==> src/rtl/multicycle_ctrl.sv <==
// Multicycle control unit for the 8-bit CPU: FETCH/DECODE/EXEC/MEM/WB sequencer
// with Moore datapath controls, data-memory wait/timeout handling and a retire counter.
module multicycle_ctrl #(
  parameter int unsigned MEM_WAIT_MAX = 15
) (
  input  logic       Clk,
  input  logic       Clear,
  input  logic [7:0] Instruction,
  input  logic       Mem_Ready,
  output logic       IRWrite,
  output logic       PCWrite,
  output logic       PCSrc,
  output logic       RegDst,
  output logic       RegWrite,
  output logic       ALUSrc,
  output logic       MemRead,
  output logic       MemWrite,
  output logic       MemtoReg,
  output logic [2:0] State,
  output logic       Retired,
  output logic [7:0] Instr_Count,
  output logic       Fault
);

  localparam logic [2:0] S_FETCH  = 3'd0;
  localparam logic [2:0] S_DECODE = 3'd1;
  localparam logic [2:0] S_EXEC   = 3'd2;
  localparam logic [2:0] S_MEM    = 3'd3;
  localparam logic [2:0] S_WB     = 3'd4;

  localparam logic [1:0] OP_ADD = 2'b00;
  localparam logic [1:0] OP_LW  = 2'b01;
  localparam logic [1:0] OP_SW  = 2'b10;
  localparam logic [1:0] OP_J   = 2'b11;

  localparam logic [7:0] WAIT_MAX = 8'(MEM_WAIT_MAX);

  logic [2:0] state_q, state_d;
  logic [1:0] op_q, op_d;
  logic [7:0] wait_q, wait_d;
  logic [7:0] count_q, count_d;
  logic       fault_q, fault_d;

  logic       in_mem;
  logic       mem_timeout;
  logic       retire;

  // Memory handshake: MemRead/MemWrite is the request and stays asserted every
  // MEM cycle; Mem_Ready is the completion and is only observed while in MEM.
  // Completion on the same cycle the wait counter hits its limit wins over timeout.
  assign in_mem      = (state_q == S_MEM);
  assign mem_timeout = in_mem && !Mem_Ready && (wait_q == WAIT_MAX);

  // The IR is written at the end of FETCH, so the opcode is first valid in DECODE.
  always_comb begin
    op_d = op_q;
    if (state_q == S_DECODE) begin
      op_d = Instruction[7:6];
    end
  end

  always_comb begin
    state_d = S_FETCH;
    case (state_q)
      S_FETCH:  state_d = S_DECODE;
      S_DECODE: state_d = S_EXEC;
      S_EXEC: begin
        case (op_q)
          OP_ADD:       state_d = S_WB;
          OP_LW, OP_SW: state_d = S_MEM;
          default:      state_d = S_FETCH;
        endcase
      end
      S_MEM: begin
        if (Mem_Ready) begin
          state_d = (op_q == OP_LW) ? S_WB : S_FETCH;
        end else if (mem_timeout) begin
          state_d = S_FETCH;
        end else begin
          state_d = S_MEM;
        end
      end
      S_WB:     state_d = S_FETCH;
      default:  state_d = S_FETCH;
    endcase
  end

  // Counter is zero on every MEM entry because it only survives consecutive stalls.
  always_comb begin
    wait_d = 8'd0;
    if (in_mem && !Mem_Ready) begin
      wait_d = wait_q + 8'd1;
    end
  end

  always_comb begin
    retire = 1'b0;
    case (state_q)
      S_EXEC:  retire = (op_q == OP_J);
      S_MEM:   retire = (op_q == OP_SW) && Mem_Ready;
      S_WB:    retire = 1'b1;
      default: retire = 1'b0;
    endcase
  end

  always_comb begin
    count_d = count_q;
    if (retire) begin
      count_d = count_q + 8'd1;
    end
  end

  always_comb begin
    fault_d = fault_q | mem_timeout;
  end

  always_ff @(posedge Clk) begin
    if (Clear) begin
      state_q <= S_FETCH;
      op_q    <= OP_ADD;
      wait_q  <= 8'd0;
      count_q <= 8'd0;
      fault_q <= 1'b0;
    end else begin
      state_q <= state_d;
      op_q    <= op_d;
      wait_q  <= wait_d;
      count_q <= count_d;
      fault_q <= fault_d;
    end
  end

  always_comb begin
    IRWrite  = 1'b0;
    PCWrite  = 1'b0;
    PCSrc    = 1'b0;
    RegDst   = 1'b0;
    RegWrite = 1'b0;
    ALUSrc   = 1'b0;
    MemRead  = 1'b0;
    MemWrite = 1'b0;
    MemtoReg = 1'b0;
    case (state_q)
      S_FETCH: begin
        IRWrite = 1'b1;
        PCWrite = 1'b1;
      end
      S_EXEC: begin
        ALUSrc = (op_q == OP_LW) || (op_q == OP_SW);
        if (op_q == OP_J) begin
          PCWrite = 1'b1;
          PCSrc   = 1'b1;
        end
      end
      S_MEM: begin
        ALUSrc   = 1'b1;
        MemRead  = (op_q == OP_LW);
        MemWrite = (op_q == OP_SW);
      end
      S_WB: begin
        RegWrite = 1'b1;
        RegDst   = (op_q == OP_ADD);
        MemtoReg = (op_q == OP_LW);
      end
      default: ;
    endcase
  end

  assign State       = state_q;
  assign Retired     = retire;
  assign Instr_Count = count_q;
  assign Fault       = fault_q;

endmodule

==> config.mk <==
export PLATFORM = sky130hd
export DESIGN_NAME = multicycle_ctrl
export DESIGN_NICKNAME = d
export VERILOG_FILES = /design/src/rtl/multicycle_ctrl.sv
export SDC_FILE = /design/constraint.sdc
export NUM_CORES = 1
export LEC_CHECK = 0
export CORE_ASPECT_RATIO = 0.75
export CORE_UTILIZATION = 45
export CTS_BUF_LIST = sky130_fd_sc_hd__clkbuf_4
export DETAILED_ROUTE_END_ITERATION = 7
export HOLD_SLACK_MARGIN = 0.03
export PLACE_DENSITY = 0.84
export SLEW_MARGIN = 20
export SYNTH_ARGS = -nofsm -noshare
export SYNTH_HDL_FRONTEND = slang
export SYNTH_SLANG_ARGS = --single-unit
==> constraint.sdc <==
create_clock -name Clk -period 3.2 [get_ports Clk]
set_clock_uncertainty 0.05 [all_clocks]
set_input_delay 0.64 -clock Clk [delete_from_list [all_inputs] [get_ports Clk]]
set_output_delay 0.64 -clock Clk [all_outputs]
set_load 0.01 [all_outputs]
# Word-level counts from Yosys, hierarchy flattened
# Cells that the tools add are included.
dict set report word_totals {
  register_bits 22
  latchBits 0
  ramBits 0
  rom_bits 0
  in_bits 11
  output_inout_bits 22
  mem_count 0
}
dict set report op_classes {
  addsub 2
  n_mul 0
  div 0
  n_lt_le_gt_ge 0
  n_eq_ne 8
  shifts 0
  mux 16
  n_bitwise 2
  reduce_logical 9
}
# op n
set op_table {}
lappend op_table {{8-bit by 1-bit adder with 8-bit output, second input constant} 2}
lappend op_table {{3-bit one-hot mux with 4 select lines} 1}
lappend op_table {{8-bit by 4-bit == test with 1-bit output, second input constant} 1}
lappend op_table {{1-bit 2-to-1 mux} 8}
lappend op_table {{3-bit by 2-bit == test with 1-bit output, second input constant} 2}
lappend op_table {{3-bit 2-to-1 mux} 2}
lappend op_table {{3-bit one-hot mux with 2 select lines} 1}
lappend op_table {{2-bit == test, second input constant} 2}
lappend op_table {{1-bit one-hot mux with 2 select lines} 2}
lappend op_table {{2-bit OR reduction} 2}
lappend op_table {{3-bit by 1-bit == test with 1-bit output, second input constant} 1}
lappend op_table {{3-bit == test, second input constant} 1}
lappend op_table {{1-bit logical AND} 3}
lappend op_table {{3-bit zero test} 1}
lappend op_table {{1-bit one-hot mux with 3 select lines} 1}
lappend op_table {{2-bit by 1-bit == test with 1-bit output, second input constant} 1}
lappend op_table {{2-bit zero test} 1}
lappend op_table {{2-bit 2-to-1 mux} 1}
lappend op_table {{1-bit zero test} 1}
lappend op_table {{1-bit logical OR} 1}
lappend op_table {{1-bit NOT} 1}
lappend op_table {{1-bit bitwise OR} 1}

# Logic depth before layout (Yosys ltp)
dict set report depth {
  ltp_word 6
  depth_mapped 7
}

# Least setup slack after synthesis
# No wires, ideal clock.
dict set report synth_timing {
  path_kind {input to output}
  startpoint {in Mem_Ready}
  endpoint {out Retired}
  t_arrival_ns 1.385
  required_ns 2.510
  path_slack_ns 1.125
  cell_stages 4
  path_buffers 1
  cell_sequence {and3_1 -> a211oi_2 -> buf_4 -> inv_1}
}
dict set report synth_between {
  elab_chain_cells 2
}
# element line_no
set synth_rtl {}
lappend synth_rtl {{start: declaration} 9} ;# input logic Mem_Ready,
lappend synth_rtl {{1-bit logical AND} 100} ;# S_MEM: retire = (op_q == OP_SW) && Mem_Ready;
lappend synth_rtl {{1-bit one-hot mux with 3 select lines} 98} ;# case (state_q)
lappend synth_rtl {{end: declaration} 20} ;# output logic Retired,
# No other way between the ends.

# Final worst setup path
# Ends and elaborated chain as after synthesis.

==> results.sh <==
export IMPL_status="complete, no violations"
export IMPL_dieWidth_um=59.02
export IMPL_drt_iter0_drc=44
export IMPL_cp_arrival_ps=2120
export IMPL_cts_resized=0
export IMPL_cts_sinks=22
export IMPL_insertion_delay_ps=320
export IMPL_grt_pass1_wl_mm=3.808
export IMPL_cts_hold_buf=0
export IMPL_period_minus_slack_ps=2812
export IMPL_n_antenna_cell=0
export IMPL_ios=33
export IMPL_numPortBuffers=26
export IMPL_peakVddDrop_v=0.0003584
export IMPL_drc=0
export IMPL_critical_path_depth=5
export IMPL_cp_required_ps=2510
export IMPL_slew_viol_final=0
export IMPL_wl_per_cell_um=12.66
export IMPL_wl_mm=2.317
export IMPL_cp_start_kind="input pin"
export IMPL_grt_setup_unrepaired="no"
export IMPL_clock_tree_buffer_depth=2
export IMPL_slowest_stage="clkdlybuf4s50_1"
export IMPL_fillers=205
export IMPL_p_leak_nw=0.5225
export IMPL_final_common_cell="clkdlybuf4s50_1"
export IMPL_syn_to_final_growth_pct=29.30
export IMPL_worstSetupEndpointType="output port"
export IMPL_antenna_found_initial=0
export IMPL_design_area_um2=1419
export IMPL_synth_top_area_frac=0.4014
export IMPL_hold_path_end="wait_q[0]$_SDFF_PP0_"
export IMPL_r2r_slack_ps=1240
export IMPL_yosys_warnings=0
export IMPL_r2r_worst_path_cells=5
export IMPL_fmax_mhz=355.7
export IMPL_cts_root_buffer="clkbuf_4"
export IMPL_drt_first_pass_iters=4
export IMPL_syn_area_um2=1097
export IMPL_min_path_type="register to register"
export IMPL_grt_usage=0.1939
export IMPL_fin_nets=167
export IMPL_maxCapViolCount=0
export IMPL_ant_nets=0
export IMPL_setup_violations=0
export IMPL_reg2reg_from="State[1]$_SDFF_PP0_"
export IMPL_yosys_area_top_type="dfxtp_1"
export IMPL_first_global_vias=872
export IMPL_ys_ff_latch=22
export IMPL_fp_dieArea_um2=2642
export IMPL_pwr_density_cell_nw_per_um2=468.5
export IMPL_core_um2=2308
export IMPL_avgViaCountPerCell=5.279
export IMPL_criticalPathCategory="input pin to output port"
export IMPL_vias=966
export IMPL_crit_top_cell="clkdlybuf4s50_1"
export IMPL_tns_ps=0
export IMPL_dp_hpwl_mm=1.812
export IMPL_hold_viol_final=0
export IMPL_crit_path_max_incr_delay_ps=470
export IMPL_cts_setup_buffers=0
export IMPL_fin_util=0.6146
export IMPL_cts_buffers=3
export IMPL_r2r_end="Instr_Count[7]$_SDFFE_PP0P_"
export IMPL_die_y_um=44.77
export IMPL_syn_avg_cell_area_um2=8.849
export IMPL_drive_gt1_frac=0.05369
export IMPL_period_share=0.8786
export IMPL_syn_num_nets=141
export IMPL_syn_inst=124
export IMPL_tightest_slew_ps=530.3
export IMPL_path_buf_inv=3
export IMPL_crit_chain="clkdlybuf4s50_1 > and3_1 > a211oi_2 > inv_1 > clkdlybuf4s50_1"
export IMPL_grt_max_degree=16
export IMPL_relSlewSlack=0.6453
export IMPL_initial_utilization=0.4753
export IMPL_placementRows=15
export IMPL_finalWeightedCongestion=0.7596
export IMPL_synth_seq_area_share=0.4014
export IMPL_yosysUniqueCellTypes=37
export IMPL_cpLargestDelayFamily="buffers and inverters"
export IMPL_synth_area_leaders="dfxtp_1 (40%), ha_1 (6.8%), nor2_1 (5.5%)"
export IMPL_hold_start="wait_q[0]$_SDFF_PP0_"
export IMPL_layout_common_cells="clkdlybuf4s50_1 (26), dfxtp_1 (22), nor2_1 (16)"
export IMPL_cp_max_fo=4
export IMPL_whs_path_depth=1
export IMPL_dpl_cell_area_um2=1366
export IMPL_cts_tree="yes"
export IMPL_grt_overflow=0
export IMPL_htreeDepth=1
export IMPL_cts_clk_slew_worst_paths_ps=120
metrics by stage:
stage / std cells / total power [mW] / hold WS [ps] / setup WS (ps)
floorplan: 124 / 0.3959 / 376.1 / 1125
global placement: 179 / 0.4516 / 384.8 / 389.4
detailed placement: 179 / 0.4576 / 402.4 / 368.2
CTS: 183 / 0.6704 / 431.5 / 372.7
global route: 183 / 0.6962 / 460.6 / 302.9
finish: 183 / 0.6647 / 425.4 / 388.5
logic make-up (layout without fill, tap and decap cells):
logic type               after synthesis  in the layout  synth area share
AND/OR/NAND/NOR                       53             53            0.2725
AO/OA/AOI/OAI                         22             22            0.1311
flip-flops                            22             22            0.4014
buffers and inverters                 13             38           0.06158
XOR/XNOR                               7              7           0.05587
adder cells (fa/ha/maj)                6              6           0.06841
multiplexers                           1              1          0.009122
how the worst max path moves through the flow:
stage | startpoint | endpoint | slack, ps
after floorplan | Mem_Ready | Retired | 1130
after global placement | Mem_Ready | Retired | 390
after detailed placement | Mem_Ready | Retired | 370
after CTS | Mem_Ready | Retired | 370
after global routing | Mem_Ready | Retired | 300
final | Mem_Ready | Retired | 390
per-layer routing:
| metal | vias up | part of all wire | global-route usage |
|---|---|---|---|
| met5 | - | 0 | 0 |
| met4 | 0 | 0.012 | 0.04286 |
| met1 | 447 | 0.48 | 0.2513 |
| met3 | 6 | 0.046 | 0.06017 |
| met2 | 26 | 0.46 | 0.3205 |
| li1 | 487 | - | - |
sequential cells by signal, indices dropped and copies added, names as in the netlist:
signal,cells
State,3
wait_q,8
Instr_Count,8
Fault,1
op_q,2
report_power, final:
group	switching, mW	leakage, nW	internal (mW)
logic	0.0637	0.317	0.0762
clock network	0.0868	0.0279	0.127
registers	0.0254	0.178	0.286
total	0.176	0.522	0.489
synth_stat cells:
master	instances
dfxtp_1	22
nor2_1	16
a21oi_1	7
inv_1	7
ha_1	6
or3_1	6
and3_1	4
nand3_1	4
nand4_1	4
o21ai_0	4
xor2_1	4
and2_1	3
clkbuf_1	3
nand2_1	3
nor2b_1	3
xnor2_1	3
a211oi_1	2
a31oi_1	2
buf_6	2
o21a_1	2
a211oi_2	1
a21boi_0	1
a32oi_1	1
and4_1	1
and4bb_1	1
buf_4	1
mux2i_1	1
nand2b_1	1
nand3b_1	1
nor3_1	1
nor3b_1	1
nor3b_2	1
nor4_1	1
nor4b_1	1
o21ba_2	1
o31ai_1	1
or4_1	1
layout make-up:
class	count	area (µm²)	share of cell area
clock inverter	1	30.03	0.02116
tap	34	42.54	0.02998
multi-input combinational	89	589.3	0.4153
sequential	22	440.4	0.3104
timing repair buffer	27	267.8	0.1887
clock buffer	3	22.52	0.01587
inverter	7	26.28	0.01852
(Power assumes the default switching activity.)
